===== src/rtl/i2c_master_reader_if.sv =====
// Bundles the request/result handshake and the open-drain SCL/SDA pair of the
// I2C read master, with one modport for the master and one for its environment.
interface i2c_master_reader_if #(
  parameter int CNT_W = 8
);
  // Handshake: start_req is a level request. It is accepted on a clock where
  // the master is idle (busy=0) and byte_count!=0, and ignored at all other
  // times. busy is high from the cycle after acceptance until the cycle after
  // the done pulse. rx_valid and done are single-cycle strobes with no
  // back-pressure, so the environment must take rx_data on the rx_valid cycle.
  logic             start_req;
  logic [6:0]       slave_addr;
  logic [CNT_W-1:0] byte_count;
  logic             sda_in;
  logic             scl_out;
  logic             sda_out;
  logic             busy;
  logic [7:0]       rx_data;
  logic             rx_valid;
  logic             addr_nack;
  logic             done;

  modport master (
    input  start_req, slave_addr, byte_count, sda_in,
    output scl_out, sda_out, busy, rx_data, rx_valid, addr_nack, done
  );

  modport slave (
    output start_req, slave_addr, byte_count, sda_in,
    input  scl_out, sda_out, busy, rx_data, rx_valid, addr_nack, done
  );
endinterface


===== src/rtl/i2c_master_reader.sv =====
// I2C master that reads byte_count bytes from a read-only slave: START, address+R,
// address ACK check, N bytes (ACK all but the last, NACK the last), then STOP.
module i2c_master_reader #(
  parameter int CLK_DIV = 4,
  parameter int CNT_W   = 8
) (
  input  logic                clk,
  input  logic                n_rst,
  i2c_master_reader_if.master bus,
  output logic [2:0]          state_o
);
  localparam int PH_W = (CLK_DIV > 1) ? $clog2(CLK_DIV) : 1;

  typedef enum logic [2:0] {
    IDLE     = 3'd0,
    START    = 3'd1,
    ADDR     = 3'd2,
    ADDR_ACK = 3'd3,
    RX_BYTE  = 3'd4,
    SEND_ACK = 3'd5,
    STOP     = 3'd6,
    DONE     = 3'd7
  } state_e;

  state_e           state_q, state_d;
  logic [PH_W-1:0]  phase_q, phase_d;
  logic [1:0]       quarter_q, quarter_d;
  logic [2:0]       bit_q, bit_d;
  logic [CNT_W-1:0] remaining_q, remaining_d;
  logic [6:0]       addr_q, addr_d;
  logic [6:0]       shift_q, shift_d;
  logic [7:0]       rx_data_q, rx_data_d;
  logic             rx_valid_q, rx_valid_d;
  logic             addr_nack_q, addr_nack_d;
  logic             ack_q, ack_d;

  logic       phase_end, sample_en, bit_end;
  logic [7:0] addr_byte;
  logic       scl, sda;

  assign phase_end = (phase_q == PH_W'(CLK_DIV - 1));
  assign sample_en = phase_end && (quarter_q == 2'd2);
  assign bit_end   = phase_end && (quarter_q == 2'd3);
  assign addr_byte = {addr_q, 1'b1};

  always_ff @(posedge clk or negedge n_rst) begin
    if (!n_rst) begin
      state_q     <= IDLE;
      phase_q     <= '0;
      quarter_q   <= '0;
      bit_q       <= '0;
      remaining_q <= '0;
      addr_q      <= '0;
      shift_q     <= '0;
      rx_data_q   <= '0;
      rx_valid_q  <= 1'b0;
      addr_nack_q <= 1'b0;
      ack_q       <= 1'b0;
    end else begin
      state_q     <= state_d;
      phase_q     <= phase_d;
      quarter_q   <= quarter_d;
      bit_q       <= bit_d;
      remaining_q <= remaining_d;
      addr_q      <= addr_d;
      shift_q     <= shift_d;
      rx_data_q   <= rx_data_d;
      rx_valid_q  <= rx_valid_d;
      addr_nack_q <= addr_nack_d;
      ack_q       <= ack_d;
    end
  end

  always_comb begin
    state_d     = state_q;
    phase_d     = phase_q;
    quarter_d   = quarter_q;
    bit_d       = bit_q;
    remaining_d = remaining_q;
    addr_d      = addr_q;
    shift_d     = shift_q;
    rx_data_d   = rx_data_q;
    rx_valid_d  = 1'b0;
    addr_nack_d = addr_nack_q;
    ack_d       = ack_q;

    // The bit-timing counters only run while a bus state is active.
    if (state_q == IDLE || state_q == DONE) begin
      phase_d   = '0;
      quarter_d = '0;
    end else if (phase_end) begin
      phase_d   = '0;
      quarter_d = quarter_q + 2'd1;
    end else begin
      phase_d = phase_q + 1'b1;
    end

    unique case (state_q)
      IDLE: begin
        if (bus.start_req && (bus.byte_count != '0)) begin
          addr_d      = bus.slave_addr;
          remaining_d = bus.byte_count;
          addr_nack_d = 1'b0;
          bit_d       = '0;
          state_d     = START;
        end
      end
      START: begin
        if (bit_end) begin
          bit_d   = '0;
          state_d = ADDR;
        end
      end
      ADDR: begin
        if (bit_end) begin
          bit_d = bit_q + 3'd1;
          if (bit_q == 3'd7) state_d = ADDR_ACK;
        end
      end
      ADDR_ACK: begin
        if (sample_en) begin
          ack_d = bus.sda_in;
          if (bus.sda_in) addr_nack_d = 1'b1;
        end
        if (bit_end) begin
          bit_d   = '0;
          state_d = ack_q ? STOP : RX_BYTE;
        end
      end
      RX_BYTE: begin
        if (sample_en) begin
          shift_d = {shift_q[5:0], bus.sda_in};
          if (bit_q == 3'd7) begin
            rx_data_d  = {shift_q, bus.sda_in};
            rx_valid_d = 1'b1;
          end
        end
        if (bit_end) begin
          bit_d = bit_q + 3'd1;
          if (bit_q == 3'd7) state_d = SEND_ACK;
        end
      end
      SEND_ACK: begin
        // Deciding on remaining==1 keeps the counter from ever wrapping below 1.
        if (bit_end) begin
          bit_d = '0;
          if (remaining_q > CNT_W'(1)) begin
            remaining_d = remaining_q - CNT_W'(1);
            state_d     = RX_BYTE;
          end else begin
            state_d = STOP;
          end
        end
      end
      STOP: begin
        if (bit_end) state_d = DONE;
      end
      DONE: state_d = IDLE;
      default: state_d = IDLE;
    endcase
  end

  // Bus drive is decoded from registered state, so an asynchronous reset
  // releases both lines in the same cycle.
  always_comb begin
    scl = 1'b1;
    sda = 1'b1;
    unique case (state_q)
      START:    sda = ~quarter_q[1];
      ADDR: begin
        scl = quarter_q[1];
        sda = addr_byte[3'd7 - bit_q];
      end
      ADDR_ACK: scl = quarter_q[1];
      RX_BYTE:  scl = quarter_q[1];
      SEND_ACK: begin
        scl = quarter_q[1];
        sda = ~(remaining_q > CNT_W'(1));
      end
      STOP: begin
        scl = quarter_q[1];
        sda = (quarter_q == 2'd3);
      end
      default: begin
        scl = 1'b1;
        sda = 1'b1;
      end
    endcase
  end

  assign bus.scl_out   = scl;
  assign bus.sda_out   = sda;
  assign bus.busy      = (state_q != IDLE);
  assign bus.done      = (state_q == DONE);
  assign bus.rx_data   = rx_data_q;
  assign bus.rx_valid  = rx_valid_q;
  assign bus.addr_nack = addr_nack_q;
  assign state_o       = state_q;
endmodule


===== src/flat_wrapper.sv =====
// flat-port wrapper written by rule: the top's interface ports become plain ports
module i2c_master_reader_flat 
#(
  parameter int CLK_DIV = 4,
  parameter int CNT_W   = 8
)
  (clk, n_rst, state_o, bus_start_req, bus_slave_addr, bus_byte_count, bus_sda_in, bus_scl_out, bus_sda_out, bus_busy, bus_rx_data, bus_rx_valid, bus_addr_nack, bus_done);
  i2c_master_reader_if #(.CNT_W(CNT_W)) bus_i ();
  input  logic clk;
  input  logic n_rst;
  output logic [2:0] state_o;
  input wire logic [$bits(bus_i.start_req)-1:0] bus_start_req;
  input wire logic [$bits(bus_i.slave_addr)-1:0] bus_slave_addr;
  input wire logic [$bits(bus_i.byte_count)-1:0] bus_byte_count;
  input wire logic [$bits(bus_i.sda_in)-1:0] bus_sda_in;
  output wire logic [$bits(bus_i.scl_out)-1:0] bus_scl_out;
  output wire logic [$bits(bus_i.sda_out)-1:0] bus_sda_out;
  output wire logic [$bits(bus_i.busy)-1:0] bus_busy;
  output wire logic [$bits(bus_i.rx_data)-1:0] bus_rx_data;
  output wire logic [$bits(bus_i.rx_valid)-1:0] bus_rx_valid;
  output wire logic [$bits(bus_i.addr_nack)-1:0] bus_addr_nack;
  output wire logic [$bits(bus_i.done)-1:0] bus_done;
  assign bus_i.start_req = bus_start_req;
  assign bus_i.slave_addr = bus_slave_addr;
  assign bus_i.byte_count = bus_byte_count;
  assign bus_i.sda_in = bus_sda_in;
  assign bus_scl_out = bus_i.scl_out;
  assign bus_sda_out = bus_i.sda_out;
  assign bus_busy = bus_i.busy;
  assign bus_rx_data = bus_i.rx_data;
  assign bus_rx_valid = bus_i.rx_valid;
  assign bus_addr_nack = bus_i.addr_nack;
  assign bus_done = bus_i.done;
  i2c_master_reader #(.CLK_DIV(CLK_DIV), .CNT_W(CNT_W)) u_core (.clk(clk), .n_rst(n_rst), .bus(bus_i), .state_o(state_o));
endmodule

===== config.mk =====
export PLATFORM = sky130hd
export DESIGN_NAME = i2c_master_reader_flat
export DESIGN_NICKNAME = d
export VERILOG_FILES = /design/src/rtl/i2c_master_reader_if.sv /design/src/rtl/i2c_master_reader.sv /design/src/flat_wrapper.sv
export SDC_FILE = /design/constraint.sdc
export NUM_CORES = 1
export LEC_CHECK = 0
export BUFFER_PORTS_ARGS = -buffer_cell sky130_fd_sc_hd__buf_2
export CORE_MARGIN = 2
export CORE_UTILIZATION = 55
export DETAILED_ROUTE_END_ITERATION = 16
export PLACE_DENSITY = 0.85
export SETUP_SLACK_MARGIN = 0.3
export SYNTH_ARGS = -nofsm -noshare
export SYNTH_HDL_FRONTEND = slang
export SYNTH_SLANG_ARGS = --single-unit

===== constraint.sdc =====
create_clock -name clk -period 4.5 [get_ports clk]
set_input_delay 0.225 -clock clk [delete_from_list [all_inputs] [get_ports clk]]
set_output_delay 0.225 -clock clk [all_outputs]
set_load 0.01 [all_outputs]

-- After elaboration in Yosys (flattened, before gate mapping)
Cells that the tools add are included.
- flip-flop bits (word level): 43
- bits of input ports: 19
- output and inout port bits: 17
- logic and storage cells: 102
- add/subtract/negate cells: 5
- order comparisons: 2
- eq/ne operators: 25
- mux-type cells: 35
- bitwise operators: 2
- reductions and logical operators: 22
- operator list (kind ; count):
    $mux 3 ; 12
    $mux 8 ; 3
    $ne 2x1->1 const B ; 12
    $pmux 3 s8 ; 1
    $pmux 8 s2 ; 1
    $eq 3x3->1 const B ; 5
    $mux 2 ; 6
    $reduce_and 4->1 ; 3
    $pmux 3 s3 ; 1
    $reduce_and 9->1 ; 1
    $gt 8x1->1 const B ; 1
    $mux 1 ; 8
    $reduce_bool 8->1 ; 1
    $sub 8x1->8 const B ; 1
    $eq 2x2->1 const B ; 3
    $eq 3x2->1 const B ; 2
    $reduce_and 2->1 ; 3
    $reduce_bool 2->1 ; 3
    $reduce_bool 3->1 ; 2
    $reduce_or 5->1 ; 1
    $add 2x1->2 const B ; 2
    $lt 3x4->1 const B ; 1
    $ne 2x2->1 const B ; 2
    $pmux 1 s4 ; 1
    other kinds (12) ; 15

-- Depth between registers and ports, before layout
- word-level depth: 4
- depth in mapped cells: 8
- gate-level depth less buffers: 7

-- Least setup slack after synthesis
No wires, ideal clock.
- path type: register -> register
- start point: register u_core.remaining_q[0]
- end point: register u_core.remaining_q[4]
- library setup time: 0.129 ns
- arrival: 1.657 ns
- data required time: 4.371 ns
- slack: 2.714 ns
- cell stages (with the launch flop): 9
- buffers on the path: 1
- period minus slack after synthesis: 1.786 ns
- cells stage by stage: dfrtp_1 > inv_1 > ha_1 > or2_2 > a31oi_1 > o211ai_1 > buf_2 > o21ai_0 > o21ai_0
- word-level cells in the longest chain between the ends: 4
- elaborated cells on any way between the ends: 7
- those cells by class: 1 x add/sub; 1 x order compare; 1 x eq/ne; 3 x mux; 1 x reduce/logical
- RTL lines (what ; RTL line ; RTL):
    start, declared ; i2c_master_reader.sv:29 ; logic [CNT_W-1:0] remaining_q, remaining_d;
    start signal, assigned ; i2c_master_reader.sv:64 ; remaining_q <= remaining_d;
    $sub 8x1->8 ; i2c_master_reader.sv:148 ; remaining_d = remaining_q - CNT_W'(1);
    $mux 8 ; i2c_master_reader.sv:147 ; if (remaining_q > CNT_W'(1)) begin
    $mux 8 ; i2c_master_reader.sv:145 ; if (bit_end) begin
    $pmux 8 s2 ; i2c_master_reader.sv:98 ; unique case (state_q)
Parallel ways exist; a longest one is shown, timed or not. The select of a mux whose other input is x is not followed.
A chain may end at the register's enable or synchronous reset.

-- Worst setup path in the final report
- start point: register u_core.remaining_q[0]
- end point: output port bus_sda_out
- word-level cells in the longest chain between the ends: 3
- RTL lines (what ; RTL line ; RTL):
    $gt 8x1->1 ; i2c_master_reader.sv:178 ; sda = ~(remaining_q > CNT_W'(1));
    $not 1->1 ; i2c_master_reader.sv:178 ;
    $pmux 1 s4 ; i2c_master_reader.sv:168 ; unique case (state_q)
    end, declared ; flat_wrapper.sv:17 ; output wire logic [$bits(bus_i.sda_out)-1:0] bus_sda_out;
No other way between the ends.

==> impl_metrics.yaml <==
run_status:
  outcome: "finished clean"
yosys:
  ys_types: 43
  yosys.area.top_type: "dfrtp_1"
  synth_top_cell_area_share_pct: 48.8
  syn_avg_cell_area_sq_um: 10.7
  synth_area_leaders: "dfrtp_1 49%, mux2_2 13%, ha_1 4.0%"
  yosysSeqAreaShare_pct: 48.8
  synth_edf_count: 0
  synth_fp_nets: 232
  ys_ff_latch: 43
  netlist_area_sq_mm: 0.00220
  yosys_warnings: 0
  synth_ff_type: "dfrtp_1"
  syn_inst: 206
  async_flop_share_pct: 100
layout:
  final_common_cell: "dfrtp_1"
  antenna_cells: 0
  final_util_pct: 64.3
  final_nets: 265
  area_growth_pct: 14.2
  fillCellCount: 332
  multi_input_area_sq_mm: 0.00106
  mostFrequentLayoutCells: "43 x dfrtp_1, 35 x buf_2, 25 x mux2_2, 21 x nor2_1, 13 x nand2_1"
  regArea_sq_mm: 0.00108
  final_layout_size_suffix_gt1_share_pct: 32.1
sta:
  setup_tns_ps: 0
  finClkSkew_ps: 4.08
  layout_min_cycle_time_ps: 2230
  max-slew-margin-rel_pct: 38.1
  slew_viol_final: 0
  setup_viol: 0
  layout_setup_ws_ps: 2270
  rsz0062_at_grt: "false"
  period_share_pct: 49.6
  finalHoldViolCount: 0
  max_slew.worst_pin.slew_ps: 928
  max_freq_ghz: 0.448
placed_design:
  pre_cts_ws_ps: 2350
  dpl.hpwl_um: 2960
  io_buffers: 35
  gp_congestion: 0.874
route:
  wl_per_cell_um: 13.9
  vias: 1612
  drc: 0
  routed_wl_um: 4030
  routed_via_density: 5.56
  drt-initial-drc-count: 64
  drt.antenna.violating_nets: 0
  first_pass_iters: 4
die:
  die_x_um: 67.3
  core-area_sq_mm: 0.00391
  die_h_um: 67.3
  rows: 23
  start_util_pct: 56.3
  dieArea_sq_mm: 0.00453
  ios: 36
critical_path:
  cp_max_fo: 6
  cp_data_required_time_ps: 4280
  worstSetupEndpointType: "output pin"
  arrival_ps: 2010
  timing.rr.end: "u_core.remaining_q[4]"
  startpoint_type: "flip-flop"
  worstReg2RegStart: "u_core.phase_q[0]"
  critical_path_class: "flip-flop to output pin"
  crit_start: "u_core.remaining_q[0]"
  r2r_slack_ps: 2370
  critical_path.endpoint: "bus_sda_out"
  reg2reg_depth: 6
clock_tree:
  cts_tree: "done"
  cts_resized: 0
  postCtsHoldBufs: 0
  clkLatencyLatePin_ps: 290
  numClockSinks: 43
  h-tree-depth: 2
  cts_made_buffers: 5
  cts_buffer_depth: 2
  clk_pin_slew_worst_paths_ps: 80
  post_cts_buffers: 0
  cts-root-buf: "clkbuf_8"
run:
  cap_violations: 0
global_route:
  grt_antenna_before_repair: 0
  grt_max_degree: 44
  grt.overflow.total: 0
  grt_first_pass_wirelength_um: 6720
  grt_pass1_vias: 1496
  grt_usage_pct: 20.0
power:
  totalPowerFinal_mw: 1.39
  vdd_drop_max_v: 0.000317
  power.leakage_nw: 1.21
  power_density_mw_per_mm2: 550
hold_path:
  hp-class: "primary input to asynchronous set/reset pin"
## flip-flops by register name, indices dropped and copies added, names as in the netlist
register              count
u_core.remaining_q        8
u_core.bus.rx_data        8
u_core.bus.rx_valid       1
u_core.addr_q             7
u_core.ack_q              1
u_core.bit_q              3
u_core.phase_q            2
u_core.shift_q            7
u_core.state_o            3
u_core.quarter_q          2
u_core.bus.addr_nack      1
## per-stage QoR
step                      hold slack, ps  std cells  area [sq um]
after global placement               423        282          2400
final                               63.3        290          2520
after global routing                 150        290          2520
after floorplan                    -70.6        206          2200
after detailed placement             424        282          2400
after CTS                            107        290          2520
## cell families after synthesis
kind of cell             share of synthesized area [%]
AO/OA/AOI/OAI                                     11.8
adder cells (fa/ha/maj)                           3.97
AND/OR/NAND/NOR                                   15.7
multiplexers                                      15.6
flip-flops                                        48.8
XOR/XNOR                                         0.795
buffers and inverters                             3.29
## worst max-delay path: stages (launching register included)
cell	delay [ps]
dfrtp_1	380
inv_1	90
ha_1	260
or2_2	320
nand3_1	90
nand2_1	70
a211oi_1	260
a31oi_1	70
buf_2	170
## per-layer routing
metal	global-route usage, %	vias to the layer above	share of wire [%]
li1	-	809	-
met3	4.33	7	4.0
met2	32.8	30	48
met1	26.0	766	47
met4	7.65	0	1.5
met5	0	-	0
## cells in the mapped netlist, types with 2 or more instances
cell type	number
nor3_1	9
o211ai_1	2
xnor2_1	2
a21o_1	2
a31oi_1	4
dfrtp_1	43
nand2_1	13
mux2_2	25
or2_2	2
mux2i_1	4
nor3b_1	2
clkbuf_1	3
nor2_1	21
o21ai_0	12
ha_1	7
nand3_1	3
a211oi_1	3
inv_1	7
a21oi_1	10
nand2_2	2
buf_2	4
nand2b_1	2
nor4_1	4
## worst min path at each step
| stage | end | slack [ps] | from |
|---|---|---|---|
| floorplan | u_core.ack_q | -70 | n_rst |
| global placement | u_core.state_o[1] | 420 | n_rst |
| detailed placement | u_core.remaining_q[6] | 420 | n_rst |
| CTS | u_core.quarter_q[0] | 110 | n_rst |
| global route | u_core.quarter_q[0] | 150 | n_rst |
| finish | u_core.remaining_q[4] | 60 | n_rst |
## report_power, final
| group | switching, mW | leakage, nW | internal [mW] |
|---|---|---|---|
| Clock | 0.131 | 0.0618 | 0.182 |
| Combinational | 0.239 | 0.597 | 0.217 |
| Sequential | 0.121 | 0.555 | 0.495 |
## area by class of cell
class / instances / share of cell area, %
flip-flops and latches: 43 / 42.7
multi-input cells: 147 / 41.9
repair buffers: 35 / 6.96
clock buffers: 6 / 3.28
well taps: 50 / 2.49
clock inverters: 2 / 1.54
inverters: 7 / 1.04
(Power assumes the default switching activity.)
